[src/rtl/progmem_bus_arbiter.sv]
`default_nettype none
// +----------------------------------------------------------------------------+
// | progmem_bus_arbiter: two-master valid/ready arbiter in front of one program |
// | memory slave; optional watchdog enabled by ARB_TIMEOUT_EN.   Rev 1.0        |
// +----------------------------------------------------------------------------+
module progmem_bus_arbiter #(
  parameter bit          RR_EN_DEFAULT  = 1'b1,
  parameter int unsigned TIMEOUT_CYCLES = 64,
  parameter logic [31:0] ERR_DATA       = 32'hDEAD_BEEF
) (
  input  logic        clk,
  input  logic        rstn,
  input  logic        m0_valid,
  input  logic [31:0] m0_addr,
  output logic        m0_ready,
  output logic [31:0] m0_rdata,
  input  logic        m1_valid,
  input  logic [31:0] m1_addr,
  output logic        m1_ready,
  output logic [31:0] m1_rdata,
  output logic        s_valid,
  output logic [31:0] s_addr,
  input  logic        s_ready,
  input  logic [31:0] s_rdata,
  output logic [1:0]  grant,
  output logic        err
);

  typedef enum logic [1:0] {
    S_IDLE = 2'd0,
    S_OWN0 = 2'd1,
    S_OWN1 = 2'd2,
    S_GAP  = 2'd3
  } state_t;

  state_t r_state;
  state_t w_state_nxt;
  logic   r_last_m1;
  logic   w_any_valid;
  logic   w_pick_m1;
  logic   w_owner_valid;
  logic   w_timeout;

  generate
    if (TIMEOUT_CYCLES < 2) begin : g_bad_timeout
      $error("progmem_bus_arbiter: TIMEOUT_CYCLES must be at least 2");
    end
  endgenerate

  // The last-owner pointer starts at M1 so that M0 wins the first tie.
  always_ff @(posedge clk or negedge rstn) begin
    if (!rstn) begin
      r_state   <= S_IDLE;
      r_last_m1 <= 1'b1;
    end else begin
      r_state <= w_state_nxt;
      if (m0_ready) begin
        r_last_m1 <= 1'b0;
      end else if (m1_ready) begin
        r_last_m1 <= 1'b1;
      end
    end
  end

  assign w_any_valid   = m0_valid | m1_valid;
  assign w_pick_m1     = m1_valid & (~m0_valid | (RR_EN_DEFAULT & ~r_last_m1));
  assign w_owner_valid = ((r_state == S_OWN0) & m0_valid) |
                         ((r_state == S_OWN1) & m1_valid);
  assign grant         = {r_state == S_OWN1, r_state == S_OWN0};

`ifdef ARB_TIMEOUT_EN
  localparam int unsigned c_WD_W = $clog2(TIMEOUT_CYCLES) + 1;

  logic [c_WD_W-1:0] r_wd;
  logic              r_err;

  // Counter is zero on the first owned cycle because it is held clear outside OWNx.
  always_ff @(posedge clk or negedge rstn) begin
    if (!rstn) begin
      r_wd  <= '0;
      r_err <= 1'b0;
    end else begin
      if ((r_state == S_OWN0) || (r_state == S_OWN1)) begin
        r_wd <= r_wd + 1'b1;
      end else begin
        r_wd <= '0;
      end
      if (w_timeout) begin
        r_err <= 1'b1;
      end
    end
  end

  assign w_timeout = w_owner_valid & ~s_ready &
                     (r_wd == c_WD_W'(TIMEOUT_CYCLES - 1));
  assign err       = r_err;
`else
  assign w_timeout = 1'b0;
  assign err       = 1'b0;
`endif

  always_comb begin
    w_state_nxt = r_state;
    s_valid     = 1'b0;
    s_addr      = '0;
    m0_ready    = 1'b0;
    m1_ready    = 1'b0;
    m0_rdata    = '0;
    m1_rdata    = '0;
    case (r_state)
      S_IDLE, S_GAP: begin
        if (w_any_valid) begin
          w_state_nxt = w_pick_m1 ? S_OWN1 : S_OWN0;
        end else begin
          w_state_nxt = S_IDLE;
        end
      end
      S_OWN0: begin
        s_valid = m0_valid;
        s_addr  = m0_addr;
        if (w_timeout) begin
          m0_ready    = 1'b1;
          m0_rdata    = ERR_DATA;
          w_state_nxt = S_GAP;
        end else begin
          m0_ready = s_ready & m0_valid;
          m0_rdata = s_rdata;
          // A dropped request aborts the transfer without completing it.
          if (!m0_valid || s_ready) begin
            w_state_nxt = S_GAP;
          end
        end
      end
      S_OWN1: begin
        s_valid = m1_valid;
        s_addr  = m1_addr;
        if (w_timeout) begin
          m1_ready    = 1'b1;
          m1_rdata    = ERR_DATA;
          w_state_nxt = S_GAP;
        end else begin
          m1_ready = s_ready & m1_valid;
          m1_rdata = s_rdata;
          if (!m1_valid || s_ready) begin
            w_state_nxt = S_GAP;
          end
        end
      end
      default: begin
        w_state_nxt = S_IDLE;
      end
    endcase
  end

endmodule
`default_nettype wire

[config.mk]
export PLATFORM = sky130hd
export DESIGN_NAME = progmem_bus_arbiter
export DESIGN_NICKNAME = d
export VERILOG_FILES = /design/src/rtl/progmem_bus_arbiter.sv
export SDC_FILE = /design/constraint.sdc
export NUM_CORES = 1
export LEC_CHECK = 0
export ABC_AREA = 1
export BUFFER_PORTS_ARGS = -buffer_cell sky130_fd_sc_hd__buf_2
export CORE_AREA = 2 2 78 80
export DETAILED_ROUTE_END_ITERATION = 7
export DIE_AREA = 0 0 80 82
export PLACE_DENSITY = 0.63
export SYNTH_ARGS = -nofsm -noshare
export SYNTH_HDL_FRONTEND = slang
export SYNTH_SLANG_ARGS = --single-unit
[constraint.sdc]
create_clock -name clk -period 1.7 [get_ports clk]
set_input_delay 0.085 -clock clk [delete_from_list [all_inputs] [get_ports clk]]
set_output_delay 0.085 -clock clk [all_outputs]
set_load 0.005 [all_outputs]
After elaboration in Yosys (flattened, before gate mapping). Cells that the tools add are included.

Flip-flop bits (word level): 3. Input bits: 101. Logic and storage cells: 35.

Eq/ne operators: 5. Muxes and demuxes: 13. Bitwise logic cells: 7. Reductions and logical operators: 8.

Operators by type and width (number): $mux W32 (2); $pmux W32 S2 (1); $mux W2 (4); $pmux W2 S3 (1); $eq A2 B2 Y1 const B (2); $mux W1 (4); $ne A2 B1 Y1 const B (2); $and A1 B1 Y1 (3); $eq A2 B1 Y1 const B (1); $logic_not A1 Y1 (2); $logic_not A2 Y1 (1); $logic_or A1 B1 Y1 (2); $not A1 Y1 (2); $or A1 B1 Y1 (2); $pmux W1 S2 (1); $reduce_and A2 Y1 (1); $reduce_bool A2 Y1 (1); $reduce_or A2 Y1 (1).

Logic depth before layout (Yosys ltp). Gate-level depths: netlist of run 1.

Depth after elaboration: 6. Depth in mapped cells: 8.

Worst setup path after synthesis of run 1. No wires, ideal clock.

Path kind: reg-to-output. Start: reg r_state[0]. End: out s_addr[1]. Arrival: 1190 ps. Slack: 425 ps. Stages on the path, launching flop included: 6. Buffers on the path: 2. Cell sequence: dfrtp_1 > inv_1 > ha_1 > buf_2 > buf_2 > a21oi_1.

Word-level cells in the longest chain between the ends: 2. Elaborated cells between the ends (all ways): 3.

Ends and longest elaborated chain: start, declared (RTL line 36) `state_t r_state;`; start signal, assigned (RTL line 56) `r_state <= w_state_nxt;`; $eq A2 B2 Y1 / $eq A2 B1 Y1 (equally long branches) (RTL line 110) `case (r_state)`; $pmux W32 S2 (*) (RTL line 110); end, declared (RTL line 22) `output logic [31:0] s_addr,`.

Every way passes the cells marked *; elsewhere a longest branch is shown, timed or not.

Worst setup path after layout of run 1.
Start: reg r_state[0]. End: out s_addr[22].

The elaborated chain is that of the path after synthesis.

==> impl_metrics.tcl, run 1 <==
set metrics [dict create \
    drtPass1Iterations 4 \
    die_h_um 82 \
    period_share 0.991 \
    die-width_um 80 \
    crit_required_ns 1.62 \
    cp_cell_sequence "inv_2 > ha_2 > buf_12 > a21oi_1 > buf_2" \
    min_path_type "in -> reg" \
    sequentialPowerShare 0.047 \
    io_pins 203 \
    crit_arrival_ns 1.60 \
    drive_above_1_share 0.504 \
    seq_area_frac_synth 0.0591 \
    cp_slowest_cell "dfrtp_1" \
    synth.top_cell.area_share 0.381 \
    ir_drop_mv 0.695 \
    grt.overflow.total 0 \
    htree_levels 1 \
    initialDrtViolationCount 46 \
    gr-usage-all-layers 0.145 \
    ys_ff_latch 3 \
    area_delta_synth_final_pct 96.4 \
    p_sw_mw 1.80 \
    syn-instance-count 277 \
    grt_max_degree 41 \
    vias_per_cell 4.14 \
    clkPwrFrac 0.062 \
    final_cell_mix "201 x buf_2, 131 x nand2_1, 68 x inv_1" \
    clk_pin_slew_ns 0.03 \
    finalHoldViolCount 0 \
    status "finished, final reports clean" \
    critPathMaxFanout 35 \
    grt_pass1_wl_mm 7.87 \
    leakage_nw 1.96 \
    placed_area_um2 2380 \
    dp_cells 539 \
    swShare 0.517 \
    hpwl_mm 4.39 \
    end_kind "output port" \
    total_power_mw 3.47 \
    cts_setup_buffers 0 \
    design_area_um2 2540 \
    rsz0062_at_grt "no" \
    layout_commonest_cell "buf_2" \
    initial_core_util 0.225 \
    cts.path.max_buffers 2 \
    final.setup.tns_ns 0 \
    gp_congestion 0.773 \
    yosys.cell_types.count 14 \
    vias 2266 \
    instances_no_fill 547 \
    drc 0 \
    finalNetCount 578 \
    clk_latency_ns 0.22 \
    clock.fmax_mhz 594 \
    syn_nets 382 \
    port-buffer-count 201 \
    fp.coreArea_um2 5750 \
    crit_type "reg -> out" \
    cts_tree "yes" \
    netlist_area_um2 1290 \
    yosysTopAreaCell "nand2_1" \
    rows 28 \
    p_int_mw 1.68 \
    die_area_um2 6560 \
    power.share.combinational 0.891 \
    drtAntennaViolNets 0 \
    fill_cells 644 \
    antenna_cells 0 \
    final.min_clock_period_ns 1.68 \
    final.setup_skew_ns 0.00256 \
    synth_area_leaders "nand2_1 38%, inv_1 20%, a21oi_1 9.3%, a21oi_2 6.8%, buf_2 5.8%" \
    cts_root_buffer "clkbuf_8" \
    finalSetupViolCount 0 \
    yosys_warnings 0 \
    cts_num_sinks 3 \
    antenna_found_initial 0 \
    post_drt_wl_per_cell_um 10.6 \
    wl_mm 5.82 \
    grt_pass1_vias 1858 \
    synth.avg_cell_area_um2 4.66 \
    drv_cap 0 \
    cpPeakStageDelay_ns 0.44 \
    cts-buffers-inserted 3 \
    worstSetupStartpointType "flip-flop" \
    finalMaxSlewViolations 0 \
    power_density_nw_per_um2 1370 \
]
-- per-stage QoR --
step | hold slack, ns | utilization | worst slack, ns
final | 0.146 | 0.441 | 0.0153
after global routing | 0.147 | 0.441 | 0.00700
after CTS | 0.142 | 0.424 | 0.0388
after detailed placement | -0.116 | 0.414 | 0.284
after global placement | -0.115 | 0.414 | 0.307
after floorplan | -0.211 | - | 0.425
-- per-layer routing --
layer / GRT usage / share of wire
met5: 0 / 0
met4: 0.0203 / 0.0057
met3: 0.0209 / 0.087
met2: 0.301 / 0.51
met1: 0.157 / 0.40
-- worst paths after layout --
| path | depth (start not counted) | endpoint | slack (ns) | start |
|---|---|---|---|---|
| setup / recovery | 5 | s_addr[22] | 0.02 | r_state[0]$_DFFE_PN0P_ |
| hold / removal | 3 | r_last_m1$_DFFE_PN1P_ | 0.15 | s_ready |
| setup reg to reg | 6 | r_state[0]$_DFFE_PN0P_ | 0.28 | r_state[0]$_DFFE_PN0P_ |
| hold reg to reg | 2 | r_last_m1$_DFFE_PN1P_ | 0.47 | r_last_m1$_DFFE_PN1P_ |
| max in group asynchronous | 2 | r_last_m1$_DFFE_PN1P_ | 1.29 | rstn |
| min in group asynchronous | 2 | r_state[0]$_DFFE_PN0P_ | 0.21 | rstn |
-- power groups by stage --
stage	Combinational [mW]	Sequential, mW	Clock [mW]
2_1_floorplan	1.62	0.141	0
3_3_place_gp	2.82	0.148	0
3_5_place_dp	2.84	0.150	0
4_1_cts	2.85	0.150	0.221
5_1_grt	3.47	0.169	0.227
6_report	3.10	0.163	0.214
-- sequential cells by signal (all words and copies together) (netlist names) --
| name | flops |
|---|---|
| r_state | 2 |
| r_last_m1 | 1 |
-- final cells by class --
cell class                 instances  area (µm²)  share of cell area
timing repair buffer             210        1190               0.470
sequential                         3        76.3              0.0301
multi-input combinational        185         867               0.342
tap                               75        93.8              0.0370
clock buffer                       4        45.0              0.0178
inverter                          70         263               0.104
-- cell usage after synthesis (all sizes together) --
| cell type | n |
|---|---|
| dfstp | 1 |
| buf | 19 |
| ha | 4 |
| inv | 70 |
| conb | 1 |
| a21oi | 34 |
| nor2 | 1 |
| dfrtp | 2 |
| nand2 | 141 |
| nand3 | 4 |
-- critical path, delay by kind of cell, from the launching register on --
kind	cells	cell delay, ns
buffers and inverters	3	0.43
AO/OA/AOI/OAI	1	0.19
adder cells (fa/ha/maj)	1	0.29
flip-flops	1	0.44
-- kinds of logic after synthesis --
group / Yosys count / share of synthesized area
adder cells (fa/ha/maj): 4 / 0.0388
AND/OR/NAND/NOR: 146 / 0.448
AO/OA/AOI/OAI: 34 / 0.161
buffers and inverters: 89 / 0.291
flip-flops: 3 / 0.0591
other: 1 / 0.00290
-- timing repair --
action	4_1_cts	5_1_grt
hold endpoints to repair	3	0
gates resized for setup	0	6
hold buffers	1	0
setup endpoints to repair	0	11
No activity file was read; power rests on OpenSTA's default activity.
==> inputs of run 2 (changes only) <==
==> config.mk (replaced) <==
export PLATFORM = sky130hd
export DESIGN_NAME = progmem_bus_arbiter
export DESIGN_NICKNAME = d
export VERILOG_FILES = /design/src/rtl/progmem_bus_arbiter.sv
export SDC_FILE = /design/constraint.sdc
export NUM_CORES = 1
export LEC_CHECK = 0
export ABC_AREA = 0
export BUFFER_PORTS_ARGS = -buffer_cell sky130_fd_sc_hd__buf_2
export CORE_AREA = 2 2 79 81
export DETAILED_ROUTE_END_ITERATION = 7
export DIE_AREA = 0 0 81 83
export PLACE_DENSITY = 0.59
export SYNTH_ARGS = -nofsm -noshare
export SYNTH_HDL_FRONTEND = slang
export SYNTH_SLANG_ARGS = --single-unit
==> run 2 against run 1 <==
Compared with the run above:
- combinational power fell by 19%
- count of clock-buffer cells in the layout did not move
- utilization fell by 5.7 points
- global-route usage fell by 0.95 points
- clock power fell by 3%
- setup slack improved by 0.11 ns
- synthesized cell count fell by 38%
- critical endpoint is now s_addr[14]
- sequential cell count did not move
- register-to-register slack improved by 0.07 ns
- sequential power fell by 12%
==> impl_metrics.tcl, run 2 <==
set metrics [dict create \
    drv_cap 0 \
    async_flop_share 1.00 \
    fin_util 0.384 \
    initial_core_util 0.191 \
    crit_start "r_state[0]$_DFFE_PN0P_" \
    cts_tree "yes" \
    syn-instance-count 171 \
    cts-buffers-inserted 3 \
    final.setup.tns_ns 0 \
    yosys.cell_types.count 23 \
    rows 28 \
    fp.coreArea_um2 5820 \
    syn_nets 276 \
    antenna_cells 0 \
    synth_fa_ha_area_frac 0.0450 \
    seq_area_frac_synth 0.0687 \
    power_density_nw_per_um2 1280 \
    clock.fmax_mhz 634 \
    drive_above_1_share 0.588 \
    die_area_um2 6720 \
    cts_setup_buffers 0 \
    cts_root_buffer "clkbuf_8" \
    finalNetCount 470 \
    vias 1879 \
    layout_setup_ws_ns 0.124 \
    largest_register_ff_count 2 \
    clk_latency_ns 0.21 \
    drc 0 \
    rrSetupSlack_ns 0.35 \
    ys_ff_latch 3 \
    synth_area_leaders "and2_1 36%, a22oi_1 22%, nor2_1 11%, buf_2 5.0%, dfrtp_1 4.5%" \
    grt_pass1_wl_mm 7.66 \
    final_cell_mix "201 x buf_2, 64 x and2_1, 34 x nor2_1" \
    yosysTopAreaCell "and2_1" \
    final.min_clock_period_ns 1.58 \
    hpwl_mm 4.12 \
    ys.flop_type "dfrtp_1" \
    clk_pin_slew_ns 0.03 \
    synth_compound_area_frac 0.242 \
    yosys.area_share.simple 0.508 \
    drtAntennaViolNets 0 \
    crit_type "reg -> out" \
    ir_drop_mv 1.43 \
    period_share 0.927 \
    endpoint "s_addr[14]" \
    r2r_end "r_state[0]$_DFFE_PN0P_" \
    yosys-top-cells-count "64 x and2_1, 34 x nor2_1, 32 x a22oi_1, 11 x buf_2, 4 x ha_1" \
    finalMaxSlewViolations 0 \
    final.setup_skew_ns 0.00300 \
    synth_top_family_by_area "simple AND/OR/NAND/NOR gates" \
    r2r-start "r_state[0]$_DFFE_PN0P_" \
    grt_pass1_vias 1636 \
    pre_cts_slack_ns 0.243 \
    synth.top_cell.area_share 0.360 \
    die-width_um 81 \
    yosys_warnings 0 \
    layout_commonest_cell "buf_2" \
    vias_per_cell 4.28 \
    port-buffer-count 201 \
    ff2ff_path_depth 5 \
    die_h_um 83 \
    worstSetupStartpointType "flip-flop" \
    grt.overflow.total 0 \
    finalSetupViolCount 0 \
    largest_register "r_state" \
    synthMuxAreaShare 0.0180 \
    crit_required_ns 1.62 \
    drtPass1Iterations 4 \
    cts.path.max_buffers 2 \
    finalHoldViolCount 0 \
    min_path_type "in -> async" \
    rsz0062_at_grt "yes" \
    largestRegisters "r_state (2), r_last_m1 (1)" \
    status "finished, final reports clean" \
    gr-usage-all-layers 0.136 \
    crit_arrival_ns 1.49 \
    io_pins 203 \
    gp_congestion 0.830 \
    synth.avg_cell_area_um2 6.50 \
    antenna_found_initial 0 \
    synth_xor_xnor_area_share 0 \
    area_delta_synth_final_pct 101 \
    fill_cells 639 \
    cts_num_sinks 3 \
    grt_max_degree 39 \
    netlist_area_um2 1110 \
    end_kind "output port" \
    whs_ns 0.193 \
    htree_levels 1 \
    critPathMaxFanout 32 \
    initialDrtViolationCount 56 \
    synth_edf_count 0 \
    yosysMostFrequentCell "and2_1" \
    wl_mm 5.06 \
    post_drt_wl_per_cell_um 11.5 \
    leakage_nw 1.40 \
]
run 2: changes by cell type after synthesis, sizes merged:
cell	delta
nand2	-137
inv	-68
and2	+64
nor2	+33
a21oi	-32
a22oi	+32
nand3	-4
buf	-3
a21boi	+2
and3	+2
clkbuf	+2
mux2i	+2
nand2b	+1
run 2: power by group:
part | internal [mW] | total [mW] | switching [mW]
sequential | 0.117 | 0.144 | 0.0274
combinational | 1.23 | 2.51 | 1.28
clock | 0.160 | 0.207 | 0.0474
run 2: worst min path at each step:
| stage | start | endpoint | slack (ns) | cells after the start |
|---|---|---|---|---|
| CTS | rstn | r_state[1]$_DFFE_PN0P_ | 0.19 | 2 |
| detailed placement | rstn | r_state[0]$_DFFE_PN0P_ | -0.12 | 1 |
| floorplan | rstn | r_state[0]$_DFFE_PN0P_ | -0.21 | 0 |
| finish | rstn | r_state[1]$_DFFE_PN0P_ | 0.19 | 2 |
| global route | s_ready | r_state[1]$_DFFE_PN0P_ | 0.20 | 3 |
| global placement | rstn | r_state[1]$_DFFE_PN0P_ | -0.11 | 1 |
run 2: cell families after synthesis:
kind of cell,count (synthesis)
simple gates,105
compound gates,36
buf+inv,20
fa+ha+maj,4
flops,3
mux,2
other cells,1
run 2: critical path, cell delays in order (launching register included):
cell and delay [ns]:
dfrtp_1 0.37, inv_1 0.09, ha_2 0.36, buf_6 0.24, nor2_1 0.08, buf_2 0.13
run 2: area by class of cell:
| class | instances | area (µm²) | area share |
|---|---|---|---|
| Sequential cell | 3 | 76.3 | 0.0342 |
| Tap cell | 75 | 93.8 | 0.0420 |
| Multi-Input combinational cell | 148 | 912 | 0.408 |
| Timing Repair Buffer | 207 | 1100 | 0.492 |
| Clock buffer | 4 | 45.0 | 0.0202 |
| Inverter | 2 | 7.51 | 0.00336 |
run 2: repair_timing:
item / in CTS / in global routing
hold endpoints to repair: 3 / 0
setup endpoints to repair: 0 / 48
gates resized for setup: 0 / 3
hold buffers: 1 / 0
run 2: metal layers:
layer / vias to the layer above / track usage / share of wire
li1: 955 / - / -
met5: - / 0 / 0
met2: 71 / 0.256 / 0.54
met3: 0 / 0.00870 / 0.056
met4: 0 / 0.0139 / 0
met1: 853 / 0.170 / 0.41
run 2: per-stage QoR:
step                      cell area (µm²)  total power [mW]  std cells
after floorplan                      1110              1.63        171
after global placement               2170              2.63        434
after detailed placement             2170              2.65        434
after CTS                            2220              2.88        439
after global routing                 2230              3.20        439
final                                2230              2.86        439
